## config.mk

```make
export PLATFORM = sky130hd
export DESIGN_NAME = microcode_sequencer
export DESIGN_NICKNAME = d
export VERILOG_FILES = /design/src/rtl/sap1_pkg.sv /design/src/rtl/microcode_rom.sv /design/src/rtl/microcode_sequencer.sv
export SDC_FILE = /design/constraint.sdc
export NUM_CORES = 1
export LEC_CHECK = 0
export CORE_MARGIN = 2
export CORE_UTILIZATION = 25
export DETAILED_ROUTE_END_ITERATION = 6
export PLACE_DENSITY_LB_ADDON = 0.25
export SLEW_MARGIN = 20
export SYNTH_ARGS = -nofsm -noshare
export SYNTH_HDL_FRONTEND = slang
export SYNTH_SLANG_ARGS = --single-unit
export TNS_END_PERCENT = 10
```

## constraint.sdc

```tcl
create_clock -name i_clk -period 4.25 [get_ports i_clk]
set_clock_uncertainty 0.1 [all_clocks]
set_input_delay 0.6375 -clock i_clk [delete_from_list [all_inputs] [get_ports i_clk]]
set_output_delay 0.6375 -clock i_clk [all_outputs]
set_load 0.01 [all_outputs]
```

## src/rtl/sap1_pkg.sv

```systemverilog
// Shared SAP-1 control-word encoding, load mask and opcode numbers.
package sap1_pkg;

   localparam int CONTROL_WORD_WIDTH = 17;
   typedef logic [CONTROL_WORD_WIDTH-1:0] cw_t;

   localparam cw_t c_HLT = cw_t'(1) << 16;
   localparam cw_t c_MI  = cw_t'(1) << 15;
   localparam cw_t c_RI  = cw_t'(1) << 14;
   localparam cw_t c_RO  = cw_t'(1) << 13;
   localparam cw_t c_IO  = cw_t'(1) << 12;
   localparam cw_t c_II  = cw_t'(1) << 11;
   localparam cw_t c_AI  = cw_t'(1) << 10;
   localparam cw_t c_AO  = cw_t'(1) << 9;
   localparam cw_t c_EO  = cw_t'(1) << 8;
   localparam cw_t c_SU  = cw_t'(1) << 7;
   localparam cw_t c_BI  = cw_t'(1) << 6;
   localparam cw_t c_OI  = cw_t'(1) << 5;
   localparam cw_t c_CE  = cw_t'(1) << 4;
   localparam cw_t c_CO  = cw_t'(1) << 3;
   localparam cw_t c_J   = cw_t'(1) << 2;
   localparam cw_t c_EL  = cw_t'(1) << 1;
   localparam cw_t c_ADV = cw_t'(1) << 0;

   // Everything that changes machine state; suppressed while a RAM access waits.
   localparam cw_t LOAD_MASK = c_MI | c_II | c_AI | c_BI | c_OI | c_CE | c_J | c_EL | c_ADV | c_HLT;

   localparam logic [3:0] OP_NOP  = 4'h0;
   localparam logic [3:0] OP_LDA  = 4'h1;
   localparam logic [3:0] OP_ADD  = 4'h2;
   localparam logic [3:0] OP_SUB  = 4'h3;
   localparam logic [3:0] OP_LDI  = 4'h4;
   localparam logic [3:0] OP_ADDI = 4'h5;
   localparam logic [3:0] OP_SUBI = 4'h6;
   localparam logic [3:0] OP_STA  = 4'h7;
   localparam logic [3:0] OP_JMP  = 4'h8;
   localparam logic [3:0] OP_JIZ  = 4'h9;
   localparam logic [3:0] OP_JIC  = 4'hA;
   localparam logic [3:0] OP_JIO  = 4'hB;
   localparam logic [3:0] OP_JNZ  = 4'hC;
   localparam logic [3:0] OP_JNC  = 4'hD;
   localparam logic [3:0] OP_OUT  = 4'hE;
   localparam logic [3:0] OP_HLT  = 4'hF;

endpackage

```

## src/rtl/microcode_rom.sv

```systemverilog
// Pure combinational micro-program decode of (opcode, step, latched flags).
module microcode_rom
   import sap1_pkg::*;
#(
   parameter int OPCODE_WIDTH = 4,
   parameter int STEP_WIDTH   = 3
) (
   input  logic [OPCODE_WIDTH-1:0] opcode_i,
   input  logic [STEP_WIDTH-1:0]   step_i,
   input  logic [2:0]              flags_i,
   output cw_t                     dec_o
);
   logic [3:0]  op;
   logic [31:0] s;
   logic        zero, carry, odd;

   if (OPCODE_WIDTH > 4) begin : g_wide_op
      assign op = (|opcode_i[OPCODE_WIDTH-1:4]) ? OP_NOP : opcode_i[3:0];
   end else begin : g_narrow_op
      assign op = opcode_i[3:0];
   end

   assign {odd, carry, zero} = flags_i;

   always_comb begin
      dec_o = '0;
      // Widened so steps beyond a short counter's range still compare correctly.
      s     = 32'(step_i);
      if (s == 0) begin
         dec_o = c_MI | c_CO;
      end else if (s == 1) begin
         dec_o = c_RO | c_II | c_CE;
      end else begin
         case (op)
            OP_NOP:  if (s == 2) dec_o = c_ADV;
            OP_LDA:  if (s == 2) dec_o = c_IO | c_MI;
                     else if (s == 3) dec_o = c_RO | c_AI | c_ADV;
            OP_ADD:  if (s == 2) dec_o = c_IO | c_MI;
                     else if (s == 3) dec_o = c_RO | c_BI;
                     else if (s == 4) dec_o = c_EO | c_AI | c_EL | c_ADV;
            OP_SUB:  if (s == 2) dec_o = c_IO | c_MI;
                     else if (s == 3) dec_o = c_RO | c_BI;
                     else if (s == 4) dec_o = c_EO | c_AI | c_SU | c_EL | c_ADV;
            OP_LDI:  if (s == 2) dec_o = c_IO | c_AI | c_ADV;
            OP_ADDI: if (s == 2) dec_o = c_IO | c_BI;
                     else if (s == 3) dec_o = c_EO | c_AI | c_EL | c_ADV;
            OP_SUBI: if (s == 2) dec_o = c_IO | c_BI;
                     else if (s == 3) dec_o = c_EO | c_AI | c_SU | c_EL | c_ADV;
            OP_STA:  if (s == 2) dec_o = c_IO | c_MI;
                     else if (s == 3) dec_o = c_AO | c_RI | c_ADV;
            OP_JMP:  if (s == 2) dec_o = c_IO | c_J | c_ADV;
            OP_JIZ:  if (s == 2) dec_o = (zero   ? (c_IO | c_J) : '0) | c_ADV;
            OP_JIC:  if (s == 2) dec_o = (carry  ? (c_IO | c_J) : '0) | c_ADV;
            OP_JIO:  if (s == 2) dec_o = (odd    ? (c_IO | c_J) : '0) | c_ADV;
            OP_JNZ:  if (s == 2) dec_o = (!zero  ? (c_IO | c_J) : '0) | c_ADV;
            OP_JNC:  if (s == 2) dec_o = (!carry ? (c_IO | c_J) : '0) | c_ADV;
            OP_OUT:  if (s == 2) dec_o = c_AO | c_OI | c_ADV;
            OP_HLT:  if (s == 2) dec_o = c_HLT;
            default: dec_o = '0;
         endcase
      end
   end

endmodule

```

## src/rtl/microcode_sequencer.sv

```systemverilog
// Clocked microcode sequencer: step counter, latched ALU flags, halt and run/single-step control.
// Control word is combinational from the current step; RAM accesses stall until i_mem_ready.
module microcode_sequencer
   import sap1_pkg::*;
#(
   parameter int OPCODE_WIDTH      = 4,
   parameter int INSTRUCTION_STEPS = 8,
   parameter int STEP_WIDTH        = $clog2(INSTRUCTION_STEPS)
) (
   input  logic                          i_clk,
   input  logic                          i_reset_n,
   input  logic [OPCODE_WIDTH-1:0]       i_opcode,
   input  logic                          i_zero,
   input  logic                          i_carry,
   input  logic                          i_odd,
   input  logic                          i_mem_ready,
   input  logic                          i_run,
   input  logic                          i_step_pulse,
   output logic [CONTROL_WORD_WIDTH-1:0] o_control_word,
   output logic [STEP_WIDTH-1:0]         o_step,
   output logic [2:0]                    o_flags,
   output logic                          o_halted,
   output logic                          o_step_overflow
);
   localparam logic [STEP_WIDTH-1:0] LAST_STEP = STEP_WIDTH'(INSTRUCTION_STEPS - 1);

   cw_t                   dec;
   logic [STEP_WIDTH-1:0] step_q, step_d;
   logic [2:0]            flags_q, flags_d;
   logic                  halted_q, halted_d;
   logic                  ovf_q, ovf_d;
   logic                  pend_q, pend_d;
   logic                  pend, active, stall, en;

   microcode_rom #(
      .OPCODE_WIDTH(OPCODE_WIDTH),
      .STEP_WIDTH  (STEP_WIDTH)
   ) u_rom (
      .opcode_i(i_opcode),
      .step_i  (step_q),
      .flags_i (flags_q),
      .dec_o   (dec)
   );

   always_comb begin
      // A fresh pulse counts in its own cycle; a stalled one is held until it executes.
      pend   = pend_q | (i_step_pulse & ~i_run & ~halted_q);
      active = (i_run | pend) & ~halted_q;
      stall  = ((dec & (c_RO | c_RI)) != '0) & ~i_mem_ready;
      en     = active & ~stall;

      if (!active)     o_control_word = '0;
      else if (stall)  o_control_word = dec & ~LOAD_MASK;
      else             o_control_word = dec;

      step_d   = step_q;
      flags_d  = flags_q;
      halted_d = halted_q;
      ovf_d    = ovf_q;
      pend_d   = pend & ~en;
      if (en) begin
         if ((dec & c_HLT) != '0) begin
            halted_d = 1'b1;
         end else if ((dec & c_ADV) != '0) begin
            step_d = '0;
         end else if (step_q == LAST_STEP) begin
            step_d = '0;
            ovf_d  = 1'b1;
         end else begin
            step_d = step_q + 1'b1;
         end
         if ((dec & c_EL) != '0) flags_d = {i_odd, i_carry, i_zero};
      end
   end

   always_ff @(posedge i_clk) begin
      if (!i_reset_n) begin
         step_q   <= '0;
         flags_q  <= '0;
         halted_q <= 1'b0;
         ovf_q    <= 1'b0;
         pend_q   <= 1'b0;
      end else begin
         step_q   <= step_d;
         flags_q  <= flags_d;
         halted_q <= halted_d;
         ovf_q    <= ovf_d;
         pend_q   <= pend_d;
      end
   end

   assign o_step          = step_q;
   assign o_flags         = flags_q;
   assign o_halted        = halted_q;
   assign o_step_overflow = ovf_q;

endmodule

```

==> flow_summary.toml <==
[synth]
netlist.area_leader.share_pct = 18.8
synth.most_common_cell = "nor2_1"
syn_area_um2 = 961
seq_area_frac_synth_pct = 18.8
syn_inst = 131
synth_area_leader_cell = "dfxtp_1"
synth_area_per_cell_um2 = 7.34
synth_edf_count = 0
yosys-top-cells-count = "13 x nor2_1, 11 x nand2_1, 9 x dfxtp_1"
synthArstFlopShare_pct = 0
synth_fp_nets = 149
ys_types = 49
ys_ff_latch = 9
synthTopCellsByArea = "dfxtp_1 19%, ha_1 7.8%, nor2_1 5.1%, nand2_1 4.3%, a21oi_1 4.2%"
yosysWarningCount = 0
synth-main-ff-cell = "dfxtp_1"

[worst_setup_path]
rr_startpoint = "o_step[0]"
crit_buf_inv = 2
crit_chain = "inv_1, ha_1, o21ba_1, or4_1, or3_4, nor4_2, clkdlybuf4s50_1"
slowest_stage = "or4_1"
critPathTopFamily = "simple AND/OR/NAND/NOR gates"
crit_path_start_kind = "flop"
cpPeakStageDelay_ns = 0.63
crit_required_ns = 3.51
reg2reg_slack_ns = 1.79
worst-setup-path-type = "reg -> out"
crit_path_start = "o_step[0]"
crit_path_end_kind = "output port"
path_max_fanout = 7
critPathArrivalTime_ns = 3.12

[final_layout]
syn2layout_area_growth_pct = 47.0
drive_gt1_share_pct = 10.2
fin_nets = 185
antenna_cells = 0
fill_cells = 408

[detailed_routing]
wirelength_um = 2830
ant_nets = 0
drc = 0
drt-initial-drc-count = 73
wl_per_cell_um = 13.2
vias = 1050
drt_first_pass_iters = 4
post_drt_via_cell_ratio = 4.91

[timing]
worstMarginPinSlew_ns = 0.656
setup_viol = 0
min_period_ns = 3.86
fin_crit_sh_pct = 90.8
relSlewSlack_pct = 55.8
finalMaxSlewViolations = 0
setup_ws_ns = 0.393
finalHoldViolCount = 0
tns_ns = 0
rsz0062_at_grt = "no"
fmax_mhz = 259

[clock_network]
root_buffer = "clkbuf_8"
cts_resized = 0
cts_max_level = 1
clkSlewWorstSetupHoldPaths_ns = 0.05
clkSinkCount = 9
clk_latency_ns = 0.23
cts_tree = "yes"
numCtsBuffers = 3
clock_path_buffers = 2
post_cts_buffers = 0
hold_buffers = 0

[floorplanning]
num_rows = 22
fp.dieW_um = 66.0
die_area_um2 = 4360
num_io_pins = 37
coreArea_um2 = 3690
initial_core_util_pct = 26.1
dieHeight_um = 66.0

[min_path]
hp-start = "o_step_overflow"
worst_hold_path_type = "reg -> reg"

[global_routing]
grt_pass1_vias = 1038
grt-ovfl-total = 0
grt_pass1_wl_um = 4790
antenna_found_initial = 0
grt_start_max_net_pins = 18
grt.total_usage_pct = 13.6

[pwr]
p_leak_uw = 0.000500
power_density_nw_per_um2 = 261
vdd_ir_drop_max_mv = 0.158

[place]
place_ws_ns = 0.434
gp_congestion = 0.907
portBuffers = 36
place_hpwl_um = 2320

[run]
drv_cap = 0

[status]
status = "completed"
==> final timing paths <==
kind                       end  cells past startpoint
max          o_control_word[5]                      7
min            o_step_overflow                      1
max reg2reg         o_flags[1]                      7
min reg2reg    o_step_overflow                      1
==> flip-flops by register name, summed over array words and instances (netlist names) <==
signal,count
o_flags,3
o_halted,1
o_step,3
o_step_overflow,1
pend_q,1
==> placed cells by master (no fill, tap or decap), types with 4 or more instances in the layout <==
| master | count |
|---|---|
| nor2_1 | 13 |
| clkdlybuf4s50_1 | 36 |
| o21ai_0 | 5 |
| buf_4 | 4 |
| a21oi_1 | 8 |
| ha_1 | 6 |
| dfxtp_1 | 9 |
| nor3_1 | 7 |
| nand2b_1 | 5 |
| inv_1 | 5 |
| nand2_1 | 11 |
| nor2b_1 | 4 |
==> power breakdown <==
group	switching [uW]	internal [uW]
Sequential	8.07	89.8
Clock	34.1	63.9
Combinational	90.0	83.2
==> worst register-to-register path, cell delays in order (launching register included) <==
cell and delay [ns]:
dfxtp_1 0.42, inv_1 0.09, ha_1 0.28, o21ba_1 0.23
or4_1 0.63, a21oi_2 0.29, mux2i_1 0.25, nor2b_1 0.06
==> routing by layer <==
layer  up-vias  global-route usage, %  part of all wire (%)
met3         0                   1.53                   3.0
met4         0                   3.06                     0
met1       478                   18.4                    49
met2        25                   23.1                    48
met5         -                      0                     0
li1        547                      -                     -
==> logic make-up (layout without fill, tap and decap cells) <==
logic type | count (synthesis) | after routing | synth area share, %
XOR/XNOR | 1 | 1 | 0.912
AO/OA/AOI/OAI | 33 | 33 | 25.1
adder cells (fa/ha/maj) | 6 | 6 | 7.81
AND/OR/NAND/NOR | 64 | 64 | 37.2
multiplexers | 3 | 3 | 3.13
buffers and inverters | 15 | 50 | 7.03
flip-flops | 9 | 9 | 18.7
==> final cells by class <==
cell class / instances / area, um2 / share of cell area, %
inverters: 6 / 22.5 / 1.59
clock buffers: 3 / 41.3 / 2.92
flip-flops and latches: 9 / 180 / 12.8
clock inverters: 1 / 5.00 / 0.354
multi-input cells: 107 / 713 / 50.5
repair buffers: 40 / 390 / 27.6
well taps: 48 / 60.1 / 4.25
==> per-stage QoR <==
step	cell area (um2)	utilization (%)	cells	hold slack, ns	total power, uW
floorplan	961	-	131	0.378	208
global placement	1370	37.0	210	0.373	269
CTS	1410	38.3	214	0.391	374
global route	1410	38.3	214	0.419	399
finish	1410	38.3	214	0.388	369
detailed placement	1370	37.0	210	0.372	274
No activity file was read; power rests on OpenSTA's default activity.
